**config.mk**
```make
export PLATFORM = sky130hd
export DESIGN_NAME = latch_write_arbiter_flat
export DESIGN_NICKNAME = d
export VERILOG_FILES = /design/src/rtl/latch_write_arbiter_if.sv /design/src/rtl/latch_write_arbiter.sv /design/src/flat_wrapper.sv
export SDC_FILE = /design/constraint.sdc
export NUM_CORES = 1
export LEC_CHECK = 0
export CAP_MARGIN = 20
export CORE_UTILIZATION = 30
export DETAILED_ROUTE_END_ITERATION = 16
export PLACE_DENSITY = 0.62
export SLEW_MARGIN = 20
export SYNTH_ARGS = -nofsm -noshare
export SYNTH_HDL_FRONTEND = slang
export SYNTH_SLANG_ARGS = --single-unit
```
**constraint.sdc**
```tcl
create_clock -name clk -period 4.2 [get_ports clk]
set_input_delay 0.84 -clock clk [delete_from_list [all_inputs] [get_ports clk]]
set_output_delay 0.84 -clock clk [all_outputs]
set_load 0.01 [all_outputs]
```
**src/rtl/latch_write_arbiter_if.sv**
```systemverilog
// Requester/latch bus of the latch write arbiter: request and data in,
// grant/status and the latch D/En pins out.
interface latch_write_arbiter_if #(
    parameter int NREQ = 4,
    parameter int DW   = 8
);
    // Handshake: req[i] is a level request. grant is one-hot for the whole
    // transaction, and done marks its last cycle. A requester that wants
    // no further turn drops req (or presents new data) in the cycle after done.
    logic [NREQ-1:0]    req;
    logic [NREQ*DW-1:0] wdata;
    logic [NREQ-1:0]    grant;
    logic               done;
    logic               busy;
    logic [DW-1:0]      latch_d;
    logic               latch_en;

    modport master (
        output req, wdata,
        input  grant, done, busy, latch_d, latch_en
    );

    modport slave (
        input  req, wdata,
        output grant, done, busy, latch_d, latch_en
    );
endinterface

```
**src/rtl/latch_write_arbiter.sv**
```systemverilog
// Round-robin arbiter that owns one shared level-sensitive latch. It sequences
// D and En as SETUP -> ENABLE -> HOLD so that D is stable around the En window.
module latch_write_arbiter #(
    parameter int NREQ      = 4,
    parameter int DW        = 8,
    parameter int SETUP_CYC = 1,
    parameter int EN_CYC    = 2,
    parameter int HOLD_CYC  = 1
) (
    input  logic                clk,
    input  logic                rst,
    latch_write_arbiter_if.slave bus,
    output logic [1:0]          dbg_state_o
);

    localparam int CNT_MAX = (SETUP_CYC > EN_CYC)
                           ? ((SETUP_CYC > HOLD_CYC) ? SETUP_CYC : HOLD_CYC)
                           : ((EN_CYC > HOLD_CYC) ? EN_CYC : HOLD_CYC);
    localparam int CW = $clog2(CNT_MAX + 1);
    localparam int LW = (NREQ > 1) ? $clog2(NREQ) : 1;

    localparam logic [CW-1:0] SETUP_LD = CW'(SETUP_CYC - 1);
    localparam logic [CW-1:0] EN_LD    = CW'(EN_CYC - 1);
    localparam logic [CW-1:0] HOLD_LD  = CW'(HOLD_CYC - 1);
    localparam logic          HOLD_ONE = (HOLD_CYC == 1);

    typedef enum logic [1:0] {
        ST_IDLE   = 2'd0,
        ST_SETUP  = 2'd1,
        ST_ENABLE = 2'd2,
        ST_HOLD   = 2'd3
    } state_e;

    state_e           state_q;
    logic [CW-1:0]    cnt_q;
    logic [LW-1:0]    last_q;
    logic [NREQ-1:0]  grant_q;
    logic             done_q;
    logic             busy_q;
    logic             latch_en_q;
    logic [DW-1:0]    latch_d_q;

    logic             pick_vld_d;
    logic [LW-1:0]    pick_idx_d;
    logic [LW-1:0]    cand;
    logic [DW-1:0]    pick_data_d;

    // Search starts one past the previous owner and wraps, so a requester
    // holding req high waits behind every other active requester.
    always_comb begin
        pick_vld_d = 1'b0;
        pick_idx_d = '0;
        cand       = '0;
        for (int k = 1; k <= NREQ; k++) begin
            cand = LW'((int'(last_q) + k) % NREQ);
            if (!pick_vld_d && bus.req[cand]) begin
                pick_vld_d = 1'b1;
                pick_idx_d = cand;
            end
        end
        pick_data_d = bus.wdata[int'(pick_idx_d)*DW +: DW];
    end

    always_ff @(posedge clk) begin
        if (rst) begin
            state_q    <= ST_IDLE;
            cnt_q      <= '0;
            last_q     <= LW'(NREQ - 1);
            grant_q    <= '0;
            done_q     <= 1'b0;
            busy_q     <= 1'b0;
            latch_en_q <= 1'b0;
            latch_d_q  <= '0;
        end else begin
            case (state_q)
                ST_IDLE: begin
                    if (pick_vld_d) begin
                        state_q   <= ST_SETUP;
                        cnt_q     <= SETUP_LD;
                        last_q    <= pick_idx_d;
                        grant_q   <= NREQ'(1) << pick_idx_d;
                        busy_q    <= 1'b1;
                        latch_d_q <= pick_data_d;
                    end
                end
                ST_SETUP: begin
                    if (cnt_q == '0) begin
                        state_q    <= ST_ENABLE;
                        cnt_q      <= EN_LD;
                        latch_en_q <= 1'b1;
                    end else begin
                        cnt_q <= cnt_q - CW'(1);
                    end
                end
                ST_ENABLE: begin
                    if (cnt_q == '0) begin
                        state_q    <= ST_HOLD;
                        cnt_q      <= HOLD_LD;
                        latch_en_q <= 1'b0;
                        done_q     <= HOLD_ONE;
                    end else begin
                        cnt_q <= cnt_q - CW'(1);
                    end
                end
                ST_HOLD: begin
                    // latch_d is left untouched so the latch keeps seeing the
                    // written value until the next grant.
                    if (cnt_q == '0) begin
                        state_q <= ST_IDLE;
                        grant_q <= '0;
                        busy_q  <= 1'b0;
                        done_q  <= 1'b0;
                    end else begin
                        cnt_q  <= cnt_q - CW'(1);
                        done_q <= (cnt_q == CW'(1));
                    end
                end
                default: begin
                    state_q <= ST_IDLE;
                end
            endcase
        end
    end

    assign bus.grant    = grant_q;
    assign bus.done     = done_q;
    assign bus.busy     = busy_q;
    assign bus.latch_en = latch_en_q;
    assign bus.latch_d  = latch_d_q;
    assign dbg_state_o  = state_q;

endmodule

```
**src/flat_wrapper.sv**
```systemverilog
// flat-port wrapper written by rule: the top's interface ports become plain ports
module latch_write_arbiter_flat 
#(
    parameter int NREQ      = 4,
    parameter int DW        = 8,
    parameter int SETUP_CYC = 1,
    parameter int EN_CYC    = 2,
    parameter int HOLD_CYC  = 1
)
  (clk, rst, dbg_state_o, bus_req, bus_wdata, bus_grant, bus_done, bus_busy, bus_latch_d, bus_latch_en);
  latch_write_arbiter_if #(.NREQ(NREQ), .DW(DW)) bus_i ();
  input  logic clk;
  input  logic rst;
  output logic [1:0] dbg_state_o;
  input wire logic [$bits(bus_i.req)-1:0] bus_req;
  input wire logic [$bits(bus_i.wdata)-1:0] bus_wdata;
  output wire logic [$bits(bus_i.grant)-1:0] bus_grant;
  output wire logic [$bits(bus_i.done)-1:0] bus_done;
  output wire logic [$bits(bus_i.busy)-1:0] bus_busy;
  output wire logic [$bits(bus_i.latch_d)-1:0] bus_latch_d;
  output wire logic [$bits(bus_i.latch_en)-1:0] bus_latch_en;
  assign bus_i.req = bus_req;
  assign bus_i.wdata = bus_wdata;
  assign bus_grant = bus_i.grant;
  assign bus_done = bus_i.done;
  assign bus_busy = bus_i.busy;
  assign bus_latch_d = bus_i.latch_d;
  assign bus_latch_en = bus_i.latch_en;
  latch_write_arbiter #(.NREQ(NREQ), .DW(DW), .SETUP_CYC(SETUP_CYC), .EN_CYC(EN_CYC), .HOLD_CYC(HOLD_CYC)) u_core (.clk(clk), .rst(rst), .bus(bus_i), .dbg_state_o(dbg_state_o));
endmodule
```
==> metrics.cfg, run 1 <==
[setup_path]
slowest_delay_ns=0.49
reg2reg_slack_ns=2.37
cp-end-kind=flip-flop
crit_start=bus_req[3]
cp.depth=6
worstPathArrival_ns=2.76
critPathSlowestCell=clkdlybuf4s50_1
required_ns=4.33
reg2reg_from=u_core.dbg_state_o[0]$_SDFFE_PP0P_
r2r_end=u_core.bus.latch_d[3]$_SDFFE_PP0P_
startpoint_type=primary input
path_cells=clkdlybuf4s50_1 > nor4_2 > nand2b_1 > nor2_1 > nand2_1 > o221ai_1
crit_buf_inv=1
path_max_fanout=13
critPathKind=primary input to flip-flop
endpoint=u_core.bus.latch_d[3]$_SDFFE_PP0P_
cpLargestDelayFamily=simple AND/OR/NAND/NOR gates
rr_worst_depth=6

[synthesis]
syn_area_per_cell_um2=9.220
ys_seq_elements=21
synth_fp_nets=188
yosysWarnings=0
synth_seq_area_share_pct=32.34
synthesis.area_um2=1300
synthCells=141
synth.distinct_cells=33

[cells_and_area]
nets=239
multi_input_area_um2=795.8
seqCellArea_um2=420.4
fillers=399
antenna_cells=0
drive_gt1_share_pct=4.712
synthToLayoutAreaGrowth_pct=45.24
final_area_um2=1888

[drt]
wl_um=3500
post_drt_wl_per_cell_um=14.52
first_iter_violations=22
vias=1245
drc=0
ant_nets=0
vias_per_cell=5.166
drt-pass1-iter-count=4

[floorplanning]
core_um2=4086
rows=23
die_w_um=67.83
die_area_um2=4600
initial_core_util_pct=31.81
io_pins=55
die_h_um=67.83

[cts]
cts_setup_buffers=0
ctsHoldBuffers=0
cts_max_path_buffers=2
worstSkewPairLatency_ns=0.26
cts_buffers=3
cts.sinks=21
cts_root_buf=clkbuf_8
cts_resized=0
cts_tree=done
h-tree-depth=1
clk_pin_slew_ns=0.08

[sta]
finalCritPeriodShare_pct=62.66
period_needed_ns=2.632
drv_slew=0
worst_slew_pin_slew_ns=0.7257
fin_tns_setup_ns=0
fmax_ghz=0.3800
relSlewSlack_pct=51.47
setup_viol=0
finalHoldViolations=0
rsz0062_at_grt=no
fin_worst_skew_ns=0.001790

[power_and_ir_drop]
sequentialPowerShare_pct=31.1
pwr-share-comb_pct=57.0
ir_worst_vdd_mv=0.3434
power_mw=1.102
p_clk_share_pct=11.9
p_leak_nw=0.7587
switching_share_pct=40.21
p_per_area_nw_per_um2=583.5
switchingPower_mw=0.4430
power.internal_mw=0.6587

[run_status]
status=complete, no violations

[placed_design]
dpl.hpwl_um=2720
placed_area_um2=1842
gp_congestion=0.7319
port_buffers=54

[grt]
grt_pass1_wl_um=5319
grt_pass1_vias=1243
grt_antenna_before_repair=0
grt-ovfl-total=0
grt_max_degree=23
grt_use_total_pct=15.26

[worst_hold_path]
hold_class=flip-flop to flip-flop

[job]
drv_cap=0

==> how the worst min path moves through the flow <==
stage                                           startpoint                                to  slack, ns  cells after the start
after CTS                 u_core.bus.grant[0]$_SDFFE_PP0P_  u_core.bus.grant[0]$_SDFFE_PP0P_       0.47                      2
after global routing      u_core.bus.grant[2]$_SDFFE_PP0P_  u_core.bus.grant[2]$_SDFFE_PP0P_       0.48                      2
after detailed placement  u_core.bus.grant[0]$_SDFFE_PP0P_  u_core.bus.grant[0]$_SDFFE_PP0P_       0.46                      2
after floorplan           u_core.bus.grant[0]$_SDFFE_PP0P_  u_core.bus.grant[0]$_SDFFE_PP0P_       0.48                      2
final                     u_core.bus.grant[0]$_SDFFE_PP0P_  u_core.bus.grant[0]$_SDFFE_PP0P_       0.46                      2
after global placement    u_core.bus.grant[3]$_SDFFE_PP0P_  u_core.bus.grant[3]$_SDFFE_PP0P_       0.45                      2
==> cells in the final DEF (no fill, tap or decap), types with 2 or more instances in the layout <==
| master | n |
|---|---|
| nor2_1 | 11 |
| mux2i_1 | 20 |
| a21oi_1 | 10 |
| inv_1 | 6 |
| a211o_1 | 2 |
| ha_1 | 9 |
| clkbuf_8 | 3 |
| o221ai_1 | 8 |
| dfxtp_1 | 21 |
| nand2b_1 | 3 |
| nand2_1 | 13 |
| a211oi_1 | 2 |
| nand3b_1 | 11 |
| nand3_1 | 2 |
| clkdlybuf4s50_1 | 54 |
==> tightest hold or removal path, cell delays in order, from the launching register on <==
cell and delay [ns]:
dfxtp_1 0.32, nand2_1 0.06, a21oi_1 0.05
==> logic make-up after synthesis <==
kind of cell	share of synthesized area (%)
adder cells (fa/ha/maj)	8.662
multiplexers	15.40
flip-flops	32.34
buffers and inverters	6.448
AO/OA/AOI/OAI	18.67
AND/OR/NAND/NOR	18.48
==> flip-flops by register name, summed over array words and instances (netlist names) <==
| name | count |
|---|---|
| u_core.dbg_state_o | 2 |
| u_core.cnt_q | 2 |
| u_core.bus.done | 1 |
| u_core.bus.busy | 1 |
| u_core.bus.latch_d | 8 |
| u_core.bus.latch_en | 1 |
| u_core.bus.grant | 4 |
| u_core.last_q | 2 |
==> cell usage after synthesis <==
library cell | number | area [um^2]
a211o_1 | 2 | 17.52
a211oi_1 | 2 | 15.01
a211oi_2 | 1 | 12.51
a21o_1 | 1 | 7.510
a21oi_1 | 10 | 50.05
a22oi_1 | 1 | 7.510
a311oi_1 | 1 | 8.760
a31o_2 | 1 | 8.760
a31oi_1 | 1 | 6.260
and2_1 | 1 | 6.260
buf_12 | 1 | 20.02
buf_2 | 3 | 15.01
buf_4 | 1 | 7.510
buf_6 | 1 | 11.26
clkbuf_1 | 2 | 7.510
dfxtp_1 | 21 | 420.4
ha_1 | 9 | 112.6
inv_1 | 6 | 22.52
mux2i_1 | 20 | 200.2
nand2_1 | 13 | 48.80
nand2b_1 | 3 | 18.77
nand3_1 | 2 | 10.01
nand3b_1 | 11 | 82.58
nor2_1 | 11 | 41.29
nor2b_2 | 1 | 8.760
nor3_1 | 1 | 5.000
nor4_2 | 1 | 12.51
o21ai_0 | 1 | 5.000
o21ai_1 | 1 | 5.000
o221a_4 | 1 | 20.02
o221ai_1 | 8 | 70.07
o2bb2ai_1 | 1 | 8.760
or2_1 | 1 | 6.260
==> stage by stage <==
stage	setup WS, ns	cells	hold WS (ns)	utilization [%]
2_1_floorplan	2.297	141	0.4761	-
3_3_place_gp	1.474	237	0.4549	45.07
3_5_place_dp	1.296	237	0.4568	45.07
4_1_cts	1.556	241	0.4712	46.20
5_1_grt	1.361	241	0.4836	46.20
6_report	1.568	241	0.4647	46.20
==> per-layer routing <==
| metal | global-route usage, % | vias to the layer above | part of all wire (%) |
|---|---|---|---|
| li1 | - | 618 | - |
| met1 | 15.93 | 583 | 42 |
| met2 | 29.58 | 40 | 49 |
| met3 | 4.333 | 4 | 8.0 |
| met4 | 3.646 | 0 | 0.86 |
| met5 | 0 | - | 0 |
==> final cells by class <==
cell class              instances  share of cell area (%)
clock buffers                   3                   2.187
clock inverters                 1                  0.2651
inverters                       6                   1.193
multi-input cells             106                   42.15
flip-flops and latches         21                   22.27
well taps                      50                   3.313
repair buffers                 54                   28.63
==> power groups by stage <==
stage	Sequential [mW]	Clock, mW	Combinational [mW]
after detailed placement	0.347	0	0.628
after CTS	0.344	0.136	0.631
after global routing	0.355	0.144	0.699
after global placement	0.348	0	0.604
final	0.342	0.131	0.628
after floorplan	0.363	0	0.385
(Power assumes the default switching activity.)
==> run 2: changes to the inputs <==
--- a/config.mk
+++ b/config.mk
@@ -8,7 +8,7 @@
 export CAP_MARGIN = 20
 export CORE_UTILIZATION = 30
 export DETAILED_ROUTE_END_ITERATION = 16
-export PLACE_DENSITY = 0.62
+export PLACE_DENSITY = 0.64
 export SLEW_MARGIN = 20
 export SYNTH_ARGS = -nofsm -noshare
 export SYNTH_HDL_FRONTEND = slang
==> constraint.sdc (replaced) <==
create_clock -name clk -period 2.3 [get_ports clk]
set_input_delay 0.46 -clock clk [delete_from_list [all_inputs] [get_ports clk]]
set_output_delay 0.46 -clock clk [all_outputs]
set_load 0.01 [all_outputs]
==> run 2 against run 1 <==
Setup slack got worse by 1.3 ns. Register-to-register slack got worse by 1.8 ns. Via count up 0.16%. Non-clock buffer count up 5. Critical path depth unchanged. Worst hold slack got worse by 0.0020 ns. Flip-flop and latch count stayed put. Routed wire length increased by 4.7%. Critical endpoint is now u_core.dbg_state_o[0]$_SDFFE_PP0P_. Utilization increased by 1.2 points. First-iteration DRC count is 77% higher.
==> metrics.cfg, run 2 (same netlist as run 1, synthesis figures left out) <==
[run_status]
status=complete, no violations

[cts]
cts_tree=done
ctsHoldBuffers=0
worstSkewPairLatency_ns=0.26
cts.sinks=21
clk_pin_slew_ns=0.08
h-tree-depth=1
cts_resized=0
cts_root_buf=clkbuf_8
cts_setup_buffers=0
cts_max_path_buffers=2
cts_buffers=3

[power_and_ir_drop]
power.internal_mw=1.264
ir_worst_vdd_mv=0.7774
pwr-share-comb_pct=58.4
power_mw=2.089
sequentialPowerShare_pct=30.2
p_clk_share_pct=11.4
switchingPower_mw=0.8254
p_per_area_nw_per_um2=1079
p_leak_nw=0.7847
switching_share_pct=39.51

[cells_and_area]
fillers=380
layout_commonest_cell=clkdlybuf4s50_1
drive_gt1_share_pct=6.633
synthToLayoutAreaGrowth_pct=48.99
layout_common_cells=54 x clkdlybuf4s50_1, 21 x dfxtp_1, 20 x mux2i_1, 13 x nand2_1
nets=244
fin_cells=246
multi_input_area_um2=795.8
seqCellArea_um2=420.4
largest_reg_flops=8
antenna_cells=0

[setup_path]
worstPathArrival_ns=2.15
reg2reg_from=u_core.dbg_state_o[1]$_SDFFE_PP0P_
r2r_end=u_core.dbg_state_o[0]$_SDFFE_PP0P_
startpoint_type=primary input
reg2reg_slack_ns=0.54
critPathKind=primary input to flip-flop
required_ns=2.45
rr_worst_depth=6
cp-end-kind=flip-flop
path_max_fanout=5

[sta]
finalHoldViolations=0
worst_slew_pin_slew_ns=0.4008
fmax_ghz=0.4994
period_needed_ns=2.003
fin_worst_skew_ns=0.004551
rsz0062_at_grt=no
drv_slew=0
relSlewSlack_pct=73.06
fin_tns_setup_ns=0
finalWorstSetupSlack_ns=0.2975
setup_viol=0
finalCritPeriodShare_pct=87.07

[worst_hold_path]
min_path_cells=2
hold_class=flip-flop to flip-flop
hold_end=u_core.bus.grant[1]$_SDFFE_PP0P_
min-delay-start=u_core.bus.grant[1]$_SDFFE_PP0P_

[floorplanning]
die_area_um2=4600
io_pins=55
core_um2=4086
rows=23
initial_core_util_pct=31.81
die_w_um=67.83
die_h_um=67.83

[grt]
grt_use_total_pct=15.48
grt_pass1_wl_um=5306
grt_max_degree=22
grt-ovfl-total=0
grt_pass1_vias=1197
grt_antenna_before_repair=0

[drt]
vias=1247
wl_um=3665
drc=0
post_drt_wl_per_cell_um=14.90
first_iter_violations=39
drt-pass1-iter-count=4
ant_nets=0
vias_per_cell=5.069

[job]
drv_cap=0

[placed_design]
gp_congestion=0.8164
dpl.hpwl_um=2907
place_ws_ns=0.03135
dp_cells=242
port_buffers=54

==> run 2: cell type report <==
type / count / area share [%]
multi-input combinational: 106 / 41.09
timing repair buffer: 59 / 30.49
sequential: 21 / 21.71
tap: 50 / 3.230
clock buffer: 4 / 2.326
inverter: 6 / 1.163
==> run 2: worst max path at each step <==
stage | startpoint | endpoint | slack (ns) | cells past startpoint
final | bus_req[3] | u_core.dbg_state_o[0]$_SDFFE_PP0P_ | 0.30 | 6
after CTS | bus_req[1] | u_core.bus.latch_d[5]$_SDFFE_PP0P_ | 0.31 | 7
after floorplan | bus_req[1] | u_core.bus.latch_d[2]$_SDFFE_PP0P_ | 0.78 | 6
after global placement | bus_req[0] | u_core.bus.latch_d[0]$_SDFFE_PP0P_ | 0.11 | 7
after detailed placement | bus_req[0] | u_core.bus.latch_d[5]$_SDFFE_PP0P_ | 0.03 | 7
after global routing | bus_req[3] | u_core.dbg_state_o[0]$_SDFFE_PP0P_ | 0.20 | 6
==> run 2: routing by layer <==
layer	vias to the layer above	share of wire (%)	track usage [%]
met5	-	0	0
met4	0	2.0	7.031
met3	6	3.3	0.6667
met2	31	49	27.85
met1	589	45	18.89
li1	621	-	-
==> run 2: power groups by stage <==
stage / combinational (mW) / sequential, mW / clock (mW)
6_report: 1.22 / 0.631 / 0.238
5_1_grt: 1.32 / 0.650 / 0.255
4_1_cts: 1.22 / 0.633 / 0.244
3_5_place_dp: 1.21 / 0.639 / 0
3_3_place_gp: 1.18 / 0.628 / 0
2_1_floorplan: 0.703 / 0.664 / 0
==> run 2: worst max-delay path, stage by stage <==
cell and delay (ns):
clkdlybuf4s50_1 0.50, nor4_2 0.46, nand2_1 0.15, o21ai_1 0.19, nor3_1 0.10, a211oi_1 0.29
==> run 2: metrics by stage <==
stage	hold WS, ns	utilization, %	instance area [um^2]
after floorplan	0.4761	-	1300
after global placement	0.4482	46.30	1892
after detailed placement	0.4564	46.30	1892
after CTS	0.4703	47.40	1937
after global routing	0.4814	47.40	1937
final	0.4628	47.40	1937
==> run 3: changes to the inputs <==
--- a/config.mk
+++ b/config.mk
@@ -6,9 +6,9 @@
 export NUM_CORES = 1
 export LEC_CHECK = 0
 export CAP_MARGIN = 20
-export CORE_UTILIZATION = 30
+export CORE_UTILIZATION = 38
 export DETAILED_ROUTE_END_ITERATION = 16
-export PLACE_DENSITY = 0.64
+export PLACE_DENSITY = 0.78
 export SLEW_MARGIN = 20
 export SYNTH_ARGS = -nofsm -noshare
 export SYNTH_HDL_FRONTEND = slang
==> run 3 against run 2 <==
Utilization is 12 points higher. Clock skew hardly changed. Global-route usage is 2.5 points higher. Register-to-register slack better by 0.03 ns. Largest cell class unchanged.
==> metrics.cfg, run 3 (same netlist as run 1, synthesis figures left out) <==
[run_status]
status=complete, no violations

[drt]
first_iter_violations=38
wl_um=3331
ant_nets=0
vias=1236
drt-pass1-iter-count=4
drc=0
vias_per_cell=5.193
post_drt_wl_per_cell_um=14.00

[power_and_ir_drop]
p_per_area_nw_per_um2=1044
switchingPower_mw=0.7879
pwr-share-comb_pct=59.1
p_clk_share_pct=9.1
ir_worst_vdd_mv=0.6119
power_mw=1.965
switching_share_pct=40.09
sequentialPowerShare_pct=31.8
power.internal_mw=1.177
p_leak_nw=0.7627

[cts]
cts_setup_buffers=0
ctsHoldBuffers=0
cts_root_buf=clkbuf_4
cts_tree=done
cts_buffers=3
cts_resized=0
cts_max_path_buffers=2
worstSkewPairLatency_ns=0.30
h-tree-depth=1
cts.sinks=21
clk_pin_slew_ns=0.12

[floorplanning]
die_area_um2=3659
io_pins=55
die_h_um=60.49
die_w_um=60.49
rows=20
initial_core_util_pct=41.23
core_um2=3153

[grt]
grt_pass1_wl_um=5030
grt_max_degree=22
grt_antenna_before_repair=0
grt_use_total_pct=17.97
grt_pass1_vias=1168
grt-ovfl-total=0

[sta]
period_needed_ns=1.964
hold_ws_ns=0.4678
rsz0062_at_grt=no
worst_slew_pin_slew_ns=0.3568
fmax_ghz=0.5093
drv_slew=0
finalHoldViolations=0
finalCritPeriodShare_pct=85.38
finalWorstSetupSlack_ns=0.3363
fin_worst_skew_ns=0.004838
relSlewSlack_pct=76.22
setup_viol=0

[setup_path]
critPathSlowestCell=clkdlybuf4s50_1
path_cells=clkdlybuf4s50_1 > nand2_1 > a21oi_1 > o221a_4 > mux2i_1 > o221ai_1
worstPathArrival_ns=2.15
required_ns=2.48
cp-end-kind=flip-flop
critPathKind=primary input to flip-flop
path_max_fanout=21
slowest_delay_ns=0.54
startpoint_type=primary input

[cells_and_area]
largest_reg_flops=8
antenna_cells=0
layout_commonest_cell=clkdlybuf4s50_1
final_area_um2=1883
fillers=300
layout_common_cells=54 x clkdlybuf4s50_1, 21 x dfxtp_1, 20 x mux2i_1, 13 x nand2_1
synthToLayoutAreaGrowth_pct=44.85
drive_gt1_share_pct=5.670
nets=242

[placed_design]
dpl.hpwl_um=2618
gp_congestion=0.7548
placed_area_um2=1857
port_buffers=54
place_ws_ns=-0.01586

[worst_hold_path]
hold_class=flip-flop to flip-flop

[job]
drv_cap=0

==> run 3: cell count changes in the layout (fill, tap and decap cells not counted) <==
cell / change
buf_12: -1
clkbuf_4: +3
clkbuf_8: -3
buf_4: -1
==> run 3: layout make-up <==
cell class	count	area, um^2	area share, %
inverter	6	22.52	1.196
tap	44	55.05	2.924
clock buffer	4	26.28	1.395
sequential	21	420.4	22.33
timing repair buffer	57	563.0	29.90
multi-input combinational	106	795.8	42.26
==> run 3: per-stage QoR <==
step / utilization (%) / TNS (ns) / instances
CTS: 59.72 / 0 / 238
global route: 59.72 / 0 / 238
detailed placement: 58.89 / -0.01620 / 234
floorplan: - / 0 / 141
finish: 59.72 / 0 / 238
global placement: 58.89 / 0 / 234
==> run 3: power by group through the flow <==
stage / clock, mW / combinational (mW) / sequential (mW)
finish: 0.179 / 1.16 / 0.625
global placement: 0 / 1.13 / 0.626
detailed placement: 0 / 1.16 / 0.633
floorplan: 0 / 0.703 / 0.664
CTS: 0.183 / 1.17 / 0.625
global route: 0.201 / 1.26 / 0.643
==> run 3: per-layer routing <==
| metal | share of wire (%) | track usage (%) | vias to the layer above |
|---|---|---|---|
| met2 | 51 | 31.24 | 20 |
| met1 | 45 | 23.95 | 598 |
| met3 | 3.4 | 1.493 | 2 |
| li1 | - | - | 616 |
| met5 | 0 | 0 | - |
| met4 | 0.81 | 4.870 | 0 |
==> run 3: worst paths after layout <==
| path | from | end | slack, ns | cells after the start |
|---|---|---|---|---|
| setup / recovery | bus_req[0] | u_core.bus.latch_d[1]$_SDFFE_PP0P_ | 0.34 | 6 |
| hold / removal | u_core.bus.grant[2]$_SDFFE_PP0P_ | u_core.bus.grant[2]$_SDFFE_PP0P_ | 0.47 | 2 |
| setup reg to reg | u_core.last_q[1]$_SDFFE_PP1P_ | u_core.bus.latch_d[1]$_SDFFE_PP0P_ | 0.57 | 5 |
| hold reg to reg | u_core.bus.grant[2]$_SDFFE_PP0P_ | u_core.bus.grant[2]$_SDFFE_PP0P_ | 0.47 | 2 |
==> run 3: critical path: cells and delay by family <==
family                 cells  cell delay [ns]
and+or+nand+nor            1             0.08
AOI/OAI and AO/OA          3             0.79
muxes                      1             0.26
buffers and inverters      1             0.54
==> RTL change: new RTL, config.mk and constraints of run 2 <==
Register the output `dbg_state_o` once more, cleared by the reset; this adds one clock of latency there. The other outputs are not delayed to match.
--- a/src/rtl/latch_write_arbiter.sv
+++ b/src/rtl/latch_write_arbiter.sv
@@ -128,5 +128,11 @@
     assign bus.latch_en = latch_en_q;
     assign bus.latch_d  = latch_d_q;
-    assign dbg_state_o  = state_q;
+    always_ff @(posedge clk) begin
+        if (rst) begin
+            dbg_state_o <= '0;
+        end else begin
+            dbg_state_o <= state_q;
+        end
+    end
 
 endmodule
Check against the original RTL: not equivalent (a bounded check fails within 4 cycles, from zero or initial values and one cycle with rst high).
==> RTL change against run 2 <==
Worst hold slack got worse by 0.00096 ns; clock skew down 0.0016 ns; cell area grew 1.3%; total power grew 1.5%; wire length is 11% lower; register-to-register slack improved by 0.06 ns; synthesized area is 2.6% higher; sequential cell count grew 2; setup slack improved by 0.048 ns; critical path type unchanged; highest routed layer unchanged.
==> RTL change: results (changes against run 2) <==
* Met3 Wirelength at 381 µm (+210%)
* Synth unique cells at 31 (-6.1%)
* Synth cell count leaders: dfxtp_1 (23), mux2i_1 (17), nor2_1 (13)
* Area contributors post-synth: dfxtp_1 (35%), mux2i_1 (13%), ha_1 (8.4%), a221oi_1 (5.3%), o21bai_1 (4.5%)
* Compound-Gate Fraction of Synth Area at 22.3% (+3.7 points)
* Share of post-route cells with drive strength above 1 at 6.90% (+0.26 points)
* Nets at 251 (+2.9%)
* Detailed Route WL at 3250 µm (-11%)
* WP data arrival at 2.12 ns (-0.03 ns)
* Clock sink count at 23 (+9.5%)
* Layout Skew at 0.00298 ns (-0.00157 ns)
* Post-route design area at 1960 µm² (+1.3%)
* Avg Cell Area, Syn at 9.07 µm² (-1.6%)
* First-pass GRT wire length at 5000 µm (-5.9%)
* Pre-CTS setup slack at 0.0579 ns (+0.0266 ns)
* Max VDD drop at 408 µV (-48%)
* M1 GR Usage at 15.8% (-3.1 points)
* Leakage power at 0.799 nW (+1.8%)
* Fill count at 408 (+7.4%)
* Clock-cell share at 2.30% (-0.030 points)
* Syn Nets at 194 (+3.2%)
* Met3 GRT Util at 3.95% (+3.3 points)
* Area of the multi-input gates at 786 µm² (-1.3%)
* Initial DRC Count at 21 (-46%)
* Status: finished, final reports clean
* Post-DP HPWL at 2490 µm (-14%)
* Routability cong. at 0.767 (-6.1%)
* DP Area at 1920 µm² (+1.3%)
* Crit-path max cell delay at 0.46 ns (-0.04 ns)
* Multi-input gates at 110 (+3.8%)
* Worst-path fanout max at 19 (+14)
* Total global-route track usage at 14.4% (-1.1 points)
* DR WL met2 at 1400 µm (-23%)
* Vias/cell at 4.74 (-6.6%)
* First drt pass iteration count at 3 (-1)
* Adder-cell share of the synthesized area at 8.44% (-0.22 points)
[RTL change: cell types whose count changed in the layout (fill, tap and decap cells not counted), sizes merged, moves of 3 or more]
cell	change
a221oi	+8
mux2i	-3
nand2	-4
nand3	+3
nand3b	-11
nor2b	+3
o21ai	+3
o21bai	+8
o221ai	-8
[RTL change: path summary, 6_finish.rpt]
| path | from | end | slack, ns | cells past startpoint |
|---|---|---|---|---|
| setup / recovery | bus_req[3] | u_core.bus.latch_d[3] | 0.35 | 6 |
| hold reg to reg | u_core.bus.grant[0] | u_core.bus.grant[0] | 0.46 | 2 |
| setup reg to reg | u_core.state_q[0] | u_core.state_q[0] | 0.60 | 7 |
| hold / removal | u_core.bus.grant[0] | u_core.bus.grant[0] | 0.46 | 2 |
[RTL change: power by group]
group / switching [mW] / internal (mW) / leakage, nW
logic: 0.582 / 0.619 / 0.586
clock network: 0.131 / 0.124 / 0.0228
registers: 0.104 / 0.561 / 0.190
total: 0.817 / 1.30 / 0.799
